$ cat config.mk
export PLATFORM = sky130hd
export DESIGN_NAME = wrr_client
export DESIGN_NICKNAME = d
export VERILOG_FILES = /design/src/rtl/wrr_pkg.sv /design/src/rtl/wrr_pend_counter.sv /design/src/rtl/wrr_client.sv
export SDC_FILE = /design/constraint.sdc
export NUM_CORES = 1
export LEC_CHECK = 0
export BUFFER_PORTS_ARGS = -buffer_cell sky130_fd_sc_hd__clkbuf_2
export CAP_MARGIN = 0
export CORE_MARGIN = 8
export CORE_UTILIZATION = 59
export CTS_CLUSTER_DIAMETER = 40
export CTS_CLUSTER_SIZE = 28
export DETAILED_ROUTE_END_ITERATION = 6
export PLACE_DENSITY = 0.8
export SYNTH_ARGS = -nofsm -noshare
export SYNTH_HDL_FRONTEND = slang
export SYNTH_SLANG_ARGS = --single-unit
$ cat constraint.sdc
create_clock -name clk -period 8.6 [get_ports clk]
set_clock_uncertainty 0.2 [all_clocks]
set_input_delay 0.43 -clock clk [delete_from_list [all_inputs] [get_ports clk]]
set_output_delay 0.43 -clock clk [all_outputs]
set_load 0.1 [all_outputs]
$ cat src/rtl/wrr_pkg.sv
// Shared constants, types and helpers for the weighted round-robin requestor client.
package wrr_pkg;
  localparam int N          = 32;
  localparam int PRIORITY_W = 4;
  localparam int ID_BITS    = $clog2(N);
  localparam int CNT_W      = 4;

  typedef logic [ID_BITS-1:0]    id_t;
  typedef logic [PRIORITY_W-1:0] prio_t;
  typedef logic [CNT_W-1:0]      cnt_t;
  typedef logic [N-1:0]          vec_t;

  function automatic logic is_onehot(input vec_t v);
    return (v != '0) && ((v & (v - vec_t'(1))) == '0);
  endfunction
endpackage

$ cat src/rtl/wrr_pend_counter.sv
// Per-requestor pending-transaction counter; simultaneous inc and dec leave it unchanged.
module wrr_pend_counter
  import wrr_pkg::*;
(
  input  logic clk,
  input  logic rst,
  input  logic inc,
  input  logic dec,
  output cnt_t cnt,
  output logic nonzero,
  output logic full
);
  cnt_t cnt_q, cnt_d;

  // The parent never raises inc when full nor dec when zero, so no saturation logic here.
  always_comb begin
    cnt_d = cnt_q;
    if (inc && !dec)      cnt_d = cnt_q + cnt_t'(1);
    else if (dec && !inc) cnt_d = cnt_q - cnt_t'(1);
  end

  always_ff @(posedge clk) begin
    if (rst) cnt_q <= '0;
    else     cnt_q <= cnt_d;
  end

  assign cnt     = cnt_q;
  assign nonzero = (cnt_q != '0);
  assign full    = (cnt_q == '1);
endmodule

$ cat src/rtl/wrr_client.sv
// Requestor-side client of the WRR arbiter: pending counts drive req, legal grants are acked
// into a registered ID stream, and weight writes are serialised so prio_upt never meets ack.
module wrr_client
  import wrr_pkg::*;
(
  input  logic                  clk,
  input  logic                  rst,
  input  logic                  enq_valid,
  input  logic [ID_BITS-1:0]    enq_id,
  output logic                  enq_ready,
  output logic [N-1:0]          req,
  input  logic [N-1:0]          gnt_w,
  input  logic [ID_BITS-1:0]    gnt_id,
  output logic                  ack,
  output logic                  dn_valid,
  output logic [ID_BITS-1:0]    dn_id,
  input  logic                  dn_ready,
  input  logic                  cfg_valid,
  input  logic [ID_BITS-1:0]    cfg_id,
  input  logic [PRIORITY_W-1:0] cfg_prio,
  output logic                  cfg_ready,
  output logic [PRIORITY_W-1:0] prio,
  output logic [ID_BITS-1:0]    prio_id,
  output logic                  prio_upt,
  output logic                  err_gnt
);
  vec_t  inc_vec, dec_vec, nz_vec, full_vec;
  cnt_t  cnt_arr [N];
  logic  gnt_ok, dn_free;

  logic  dn_valid_q, dn_valid_d;
  id_t   dn_id_q, dn_id_d;
  logic  cfg_pend_q, cfg_pend_d;
  prio_t prio_q, prio_d;
  id_t   prio_id_q, prio_id_d;
  logic  err_gnt_q, err_gnt_d;

  for (genvar g = 0; g < N; g++) begin : g_cnt
    wrr_pend_counter u_cnt (
      .clk     (clk),
      .rst     (rst),
      .inc     (inc_vec[g]),
      .dec     (dec_vec[g]),
      .cnt     (cnt_arr[g]),
      .nonzero (nz_vec[g]),
      .full    (full_vec[g])
    );
  end

  assign req       = nz_vec;
  assign enq_ready = !full_vec[enq_id];
  assign cfg_ready = !cfg_pend_q;
  assign prio_upt  = cfg_pend_q;

  // A held config write owns the cycle, which keeps ack and prio_upt mutually exclusive.
  assign gnt_ok  = is_onehot(gnt_w) && gnt_w[gnt_id] && (cnt_arr[gnt_id] != '0);
  assign dn_free = !dn_valid_q || dn_ready;
  assign ack     = !rst && gnt_ok && dn_free && !cfg_pend_q;

  always_comb begin
    inc_vec    = (enq_valid && enq_ready) ? (vec_t'(1) << enq_id) : '0;
    dec_vec    = ack ? (vec_t'(1) << gnt_id) : '0;

    dn_valid_d = dn_valid_q;
    dn_id_d    = dn_id_q;
    if (ack) begin
      dn_valid_d = 1'b1;
      dn_id_d    = gnt_id;
    end else if (dn_ready) begin
      dn_valid_d = 1'b0;
    end

    cfg_pend_d = 1'b0;
    prio_d     = prio_q;
    prio_id_d  = prio_id_q;
    if (cfg_valid && cfg_ready) begin
      cfg_pend_d = 1'b1;
      prio_d     = cfg_prio;
      prio_id_d  = cfg_id;
    end

    err_gnt_d = err_gnt_q || ((gnt_w != '0) && !gnt_ok);
  end

  always_ff @(posedge clk) begin
    if (rst) begin
      dn_valid_q <= 1'b0;
      dn_id_q    <= '0;
      cfg_pend_q <= 1'b0;
      prio_q     <= '0;
      prio_id_q  <= '0;
      err_gnt_q  <= 1'b0;
    end else begin
      dn_valid_q <= dn_valid_d;
      dn_id_q    <= dn_id_d;
      cfg_pend_q <= cfg_pend_d;
      prio_q     <= prio_d;
      prio_id_q  <= prio_id_d;
      err_gnt_q  <= err_gnt_d;
    end
  end

  assign dn_valid = dn_valid_q;
  assign dn_id    = dn_id_q;
  assign prio     = prio_q;
  assign prio_id  = prio_id_q;
  assign err_gnt  = err_gnt_q;
endmodule

* Word level (Yosys, flattened, before mapping)
Index checks and enable logic that the tools add are counted.
Storage, ports and cells: bits in latches 0, input port bits 56, output and inout bits 52, register bits 145, bits in read-only memories 0, memories 0, word-level logic and storage cells 430, RAM bits 0
Operators by class: order comparisons 3, multiply operators 0, reduce and logical (&&, ||, !) cells 212, muxes and demuxes 76, div/mod/pow operators 0, bitwise gates (word level) 2, shift operators 2, equality and inequality tests 32, add/subtract/negate cells 65
Operator list (count):
- $mux W4 | 66
- $reduce_bool A4 Y1 | 33
- $add A4 B1 Y4 const B | 32
- $eq A4 B4 Y1 const B | 32
- $sub A4 B1 Y4 const B | 32
- $logic_and A1 B1 Y1 | 73
- $logic_not A1 Y1 | 69
- $reduce_bool A2 Y1 | 33
- $mux W32 | 2
- $shl A1 B5 Y32 const A | 2
- $and A32 B32 Y32 | 1
- $logic_not A32 Y1 | 1
- $reduce_bool A32 Y1 | 1
- $sub A32 B1 Y32 const B | 1
- $bmux W4 S5 | 1
- $lt A5 B6 Y1 const B | 2
- $bmux W1 S5 | 2
- $ge A6 B6 Y1 const B | 1
- $not A5 Y6 | 1
- $mux W1 | 5
- $logic_or A1 B1 Y1 | 2

* Longest topological paths before layout
word-level depth 13, depth in mapped cells 19, mapped depth without buffers 15

* By module
A second synthesis with hierarchy kept.
Second synthesis, totals: cell total of the unflattened synthesis 1299, area total of the unflattened synthesis 11622.4 sq um
By module, submodules not included:
- wrr_pend_counter | sequential area each 80.1 sq um, instances 32, area each 282.8 sq um, cells an instance 29
- wrr_client | sequential area each 340.3 sq um, instances 1, area each 2573.7 sq um, cells an instance 371

* Worst setup path after synthesis
OpenSTA, ideal clock, no wires.
path kind input port to flip-flop, start input port gnt_w[13], end register g_cnt[0].u_cnt.cnt_q[3], buffers on the path 3, setup slack 3.824 ns, setup time 0.070 ns, stages on the path 17, required time 8.330 ns, arrival 4.506 ns, path through or4_1 buf_2 or4_1 o32a_1 or4b_1 buf_2 nor3_4 buf_6 nand3_1 ha_1 inv_1 ha_1 a21o_1 a21oi_1 xnor2_1 or3_1 a21oi_1
On the way: longest elaborated chain between the ends 13, elaborated cells on any way between the ends 18, classes of those cells add/sub (1); mux (4); bitwise (1); reduce/logical (12)
Ends and longest elaborated chain:
- from (decl) | line wrr_client.sv:12 | input logic [N-1:0] gnt_w,
- $sub A32 B1 Y32 | line wrr_pkg.sv:14 | return (v != '0) && ((v & (v - vec_t'(1))) == '0);
- $and A32 B32 Y32 | line wrr_pkg.sv:14
- $logic_not A32 Y1 | line wrr_pkg.sv:14
- $logic_and A1 B1 Y1 | line wrr_pkg.sv:14
- $logic_and A1 B1 Y1 * (2 in a row) | line wrr_client.sv:56 | assign gnt_ok = is_onehot(gnt_w) && gnt_w[gnt_id] && (cnt_arr[gnt_id] != '0);
- $logic_and A1 B1 Y1 * (3 in a row) | line wrr_client.sv:58 | assign ack = !rst && gnt_ok && dn_free && !cfg_pend_q;
- net ack | line wrr_client.sv:14 | output logic ack,
- $mux W32 * | line wrr_client.sv:62 | dec_vec = ack ? (vec_t'(1) << gnt_id) : '0;
- $logic_not A1 Y1 | line wrr_pend_counter.sv:18 | if (inc && !dec) cnt_d = cnt_q + cnt_t'(1);
- $logic_and A1 B1 Y1 | line wrr_pend_counter.sv:18
- $mux W4 / $reduce_bool A2 Y1 (equally long branches)
- to (signal assigned) | line wrr_pend_counter.sv:24 | else cnt_q <= cnt_d;
- to (decl) | line wrr_pend_counter.sv:13 | cnt_t cnt_q, cnt_d;
Mark *: on every way through the listed nets, which the timed path passes. The rest lies on a longest branch. The select of a mux whose other input is x is not followed. A chain may end at the register's enable or synchronous reset.

* Worst setup path in the final report
start input port gnt_id[2], end register g_cnt[6].u_cnt.cnt_q[3]
On the way: longest elaborated chain between the ends 13, elaborated cells on any way between the ends 19, classes of those cells shift (1); mux (7); bitwise (1); reduce/logical (10)
Ends and longest elaborated chain:
- from (decl) | line wrr_client.sv:13 | input logic [ID_BITS-1:0] gnt_id,
- $not A5 Y6 (not written as such) | line wrr_client.sv:56
- $bmux W4 S5 | line wrr_client.sv:56
- $mux W4 (not written as such) (2 in a row) | line wrr_client.sv:56
- $reduce_bool A4 Y1 | line wrr_client.sv:56
- $logic_and A1 B1 Y1 | line wrr_client.sv:56
- $logic_and A1 B1 Y1 (3 in a row) | line wrr_client.sv:58
- $mux W32 * | line wrr_client.sv:62
- $logic_not A1 Y1 | line wrr_pend_counter.sv:18
- $logic_and A1 B1 Y1 | line wrr_pend_counter.sv:18
- $mux W4 / $reduce_bool A2 Y1 (equally long branches)
- to (signal assigned) | line wrr_pend_counter.sv:24
- to (decl) | line wrr_pend_counter.sv:13
Mark *: on every way between the ends. The rest lies on a longest branch, timed or not. The select of a mux whose other input is x is not followed.

==> impl_metrics.toml <==
[clock_tree]
h-tree-depth = 4
clkSinkCount = 145
ctsResizeCount = 0
postCtsSetupRepairBufs = 0
clockBufferDepth = 2
path_clk_slew_ns = 0.06
cts_tree = "done"
ctsHoldBuffers = 0
root_buffer = "clkbuf_16"
clkLatencyLatePin_ns = 0.43
cts_buffers = 17

[outcome]
status = "finished with violations"
violations = "DRC"

[finish]
fillers = 1449
syn2layout_area_growth_pct = 9.60
layout_commonest_cell = "nor2_1"
layout-drive-gt1-share_pct = 13.4
layout.nets = 1443
final_cell_mix = "nor2_1 (190), dfxtp_1 (145), a21oi_1 (115)"
antenna_cells = 0

[setup_path]
critPathLaunchType = "input pin"
crit_path_max_fanout = 35
arrival_ns = 5.19
critical_path_class = "input pin to register"
cp.required_ns = 8.75
cp-end-kind = "register"

[run]
cap_violations = 0

[global_route]
grt_first_pass_wirelength_um = 44600
grt_pass1_vias = 8776
antenna_found_initial = 1
overflow = 0
grt_max_degree = 85
grt_usage_pct = 24.8

[yosys]
synth_xor_area_share_pct = 8.08
synthCells = 1202
synth_top_area_share_pct = 27.6
synth_flop_cell = "dfxtp_1"
synth_top_family_by_area = "simple AND/OR/NAND/NOR gates"
synthMuxAreaShare_pct = 6.53
ys_types = 67
async_flop_share_pct = 0
synth_fp_nets = 1386
synth_top_area_cell = "dfxtp_1"
ys_seq_area_share_pct = 27.6
syn-cell-area_um2 = 10500
avgSynthCellArea_um2 = 8.75
synth-simple-area-share_pct = 21.2
synth_fa_ha_area_share_pct = 17.6
synthTopCellsByArea = "dfxtp_1 (28%), ha_1 (11%), nor2_1 (6.8%)"
synth_edf_count = 0
ys_ff_latch = 145
synth_compound_area_share_pct = 13.5
yosys_warnings = 0

[routing]
wl_per_cell_um = 18.3
wirelength_um = 27500
drtPass1Iterations = 7
ant_nets = 0
vias = 9352
drt_iter0_markers = 814
drcViolationCount = 8
vias_per_cell = 6.23

[sta]
fin_crit_ns = 5.04
worst_slew_pin_slew_ns = 0.960
hold_viol = 0
setup-tns-final_ns = 0
period_share_pct = 58.6
slew_violations = 0
max_clock_freq_mhz = 198
rsz0062_at_grt = "false"
slew_headroom_pct = 35.9
worst_slack_ns = 3.56
setup_viol_count_final = 0

[power]
max-vdd-ir-drop_uv = 119
p_per_area_nw_per_um2 = 146
p_leak_nw = 4.88

[floorplan]
dieHeight_um = 150
start_util_pct = 59.4
die_x_um = 150
num_io_pins = 108
die-area_um2 = 22400
core_area_um2 = 17700
placementRows = 49

[placed_design]
place_ws_ns = 3.30
dp_hpwl_um = 20300
port_buffers = 107
place.gp.congestion = 0.911

[min_path]
hold_class = "input pin to register"
==> path summary, 6_finish.rpt <==
kind / from / end / slack (ns) / cells after the start
setup / recovery: gnt_id[2] / g_cnt[6].u_cnt.cnt[3]$_SDFFE_PP0P_ / 3.56 / 16
hold / removal: cfg_prio[0] / prio[0]$_SDFFE_PP0P_ / 0.02 / 3
setup reg to reg: g_cnt[7].u_cnt.cnt[0]$_SDFFE_PP0P_ / g_cnt[6].u_cnt.cnt[3]$_SDFFE_PP0P_ / 3.67 / 16
hold reg to reg: prio_id[1]$_SDFFE_PP0P_ / prio_id[1]$_SDFFE_PP0P_ / 0.25 / 2
==> area by class of cell <==
class	instances	area, um2	area share [%]
Timing Repair Buffer	111	568	4.93
Clock buffer	17	425	3.69
Sequential cell	145	2900	25.2
Clock inverter	15	150	1.30
Tap cell	229	287	2.49
Multi-Input combinational cell	943	7040	61.1
Inverter	41	154	1.34
==> layer usage <==
layer	wire [um]	up-vias	track usage (%)
met4	924	2	10.2
met5	13	-	0
met1	11600	4362	32.9
met3	3140	85	6.14
li1	-	4434	-
met2	11900	469	37.6
==> cells by family (layout without fill, tap and decap cells) <==
group | count (synthesis) | after routing
AO/OA/AOI/OAI | 233 | 233
buffers and inverters | 114 | 184
AND/OR/NAND/NOR | 432 | 432
flip-flops | 145 | 145
XOR/XNOR | 97 | 97
multiplexers | 52 | 52
adder cells (fa/ha/maj) | 129 | 129
==> worst max-delay path, stage by stage <==
cell and delay (ns):
clkbuf_2 0.48, nor2b_1 0.50, o211a_1 0.25, a2111oi_0 0.49, or4b_1 0.64, nor3_4 0.20
buf_4 0.41, nand3_1 0.17, ha_1 0.29, inv_1 0.12, ha_1 0.24, a21o_1 0.17
a21oi_1 0.19, xnor2_1 0.11, or3_1 0.31, a21oi_1 0.14
==> power by group <==
| part | internal, mW | total [mW] | switching, mW |
|---|---|---|---|
| Sequential | 0.682 | 0.694 | 0.0118 |
| Clock | 0.406 | 0.726 | 0.320 |
| Combinational | 0.0720 | 0.259 | 0.187 |
==> synthesized netlist by cell type, drive strengths merged (3+ instances only) <==
master,n
nand2,33
a32o,3
o21ai,37
xnor2,64
inv,39
nor3,10
nand4,50
nor2b,8
o31ai,7
fa,32
nand2b,4
nor2,190
dfxtp,145
clkbuf,25
xor2,33
nand4b,10
a22oi,4
a21oi,115
nand3,19
a21o,33
buf,48
or3b,4
mux2i,36
ha,96
or4,32
mux4,13
and2,11
a221oi,4
or3,39
or2,3
mux2,3
nor4,12
==> stage by stage <==
step / utilization (%) / instance area (um2) / cells / hold WS [ns] / power, mW
floorplan: - / 10500 / 1202 / 0.266 / 0.905
finish: 65.1 / 11500 / 1501 / 0.0181 / 1.68
global placement: 61.8 / 11000 / 1469 / 0.241 / 0.960
CTS: 65.1 / 11500 / 1501 / 0.00963 / 1.68
detailed placement: 61.8 / 11000 / 1469 / 0.246 / 0.964
global route: 65.1 / 11500 / 1501 / 0.00994 / 1.74
==> registers in the layout (all words and copies together), names as in the netlist <==
name             cells
prio_id              5
dn_valid             1
err_gnt              1
dn_id                5
prio_upt             1
g_cnt.u_cnt.cnt    128
prio                 4
No activity file was read; power rests on OpenSTA's default activity.
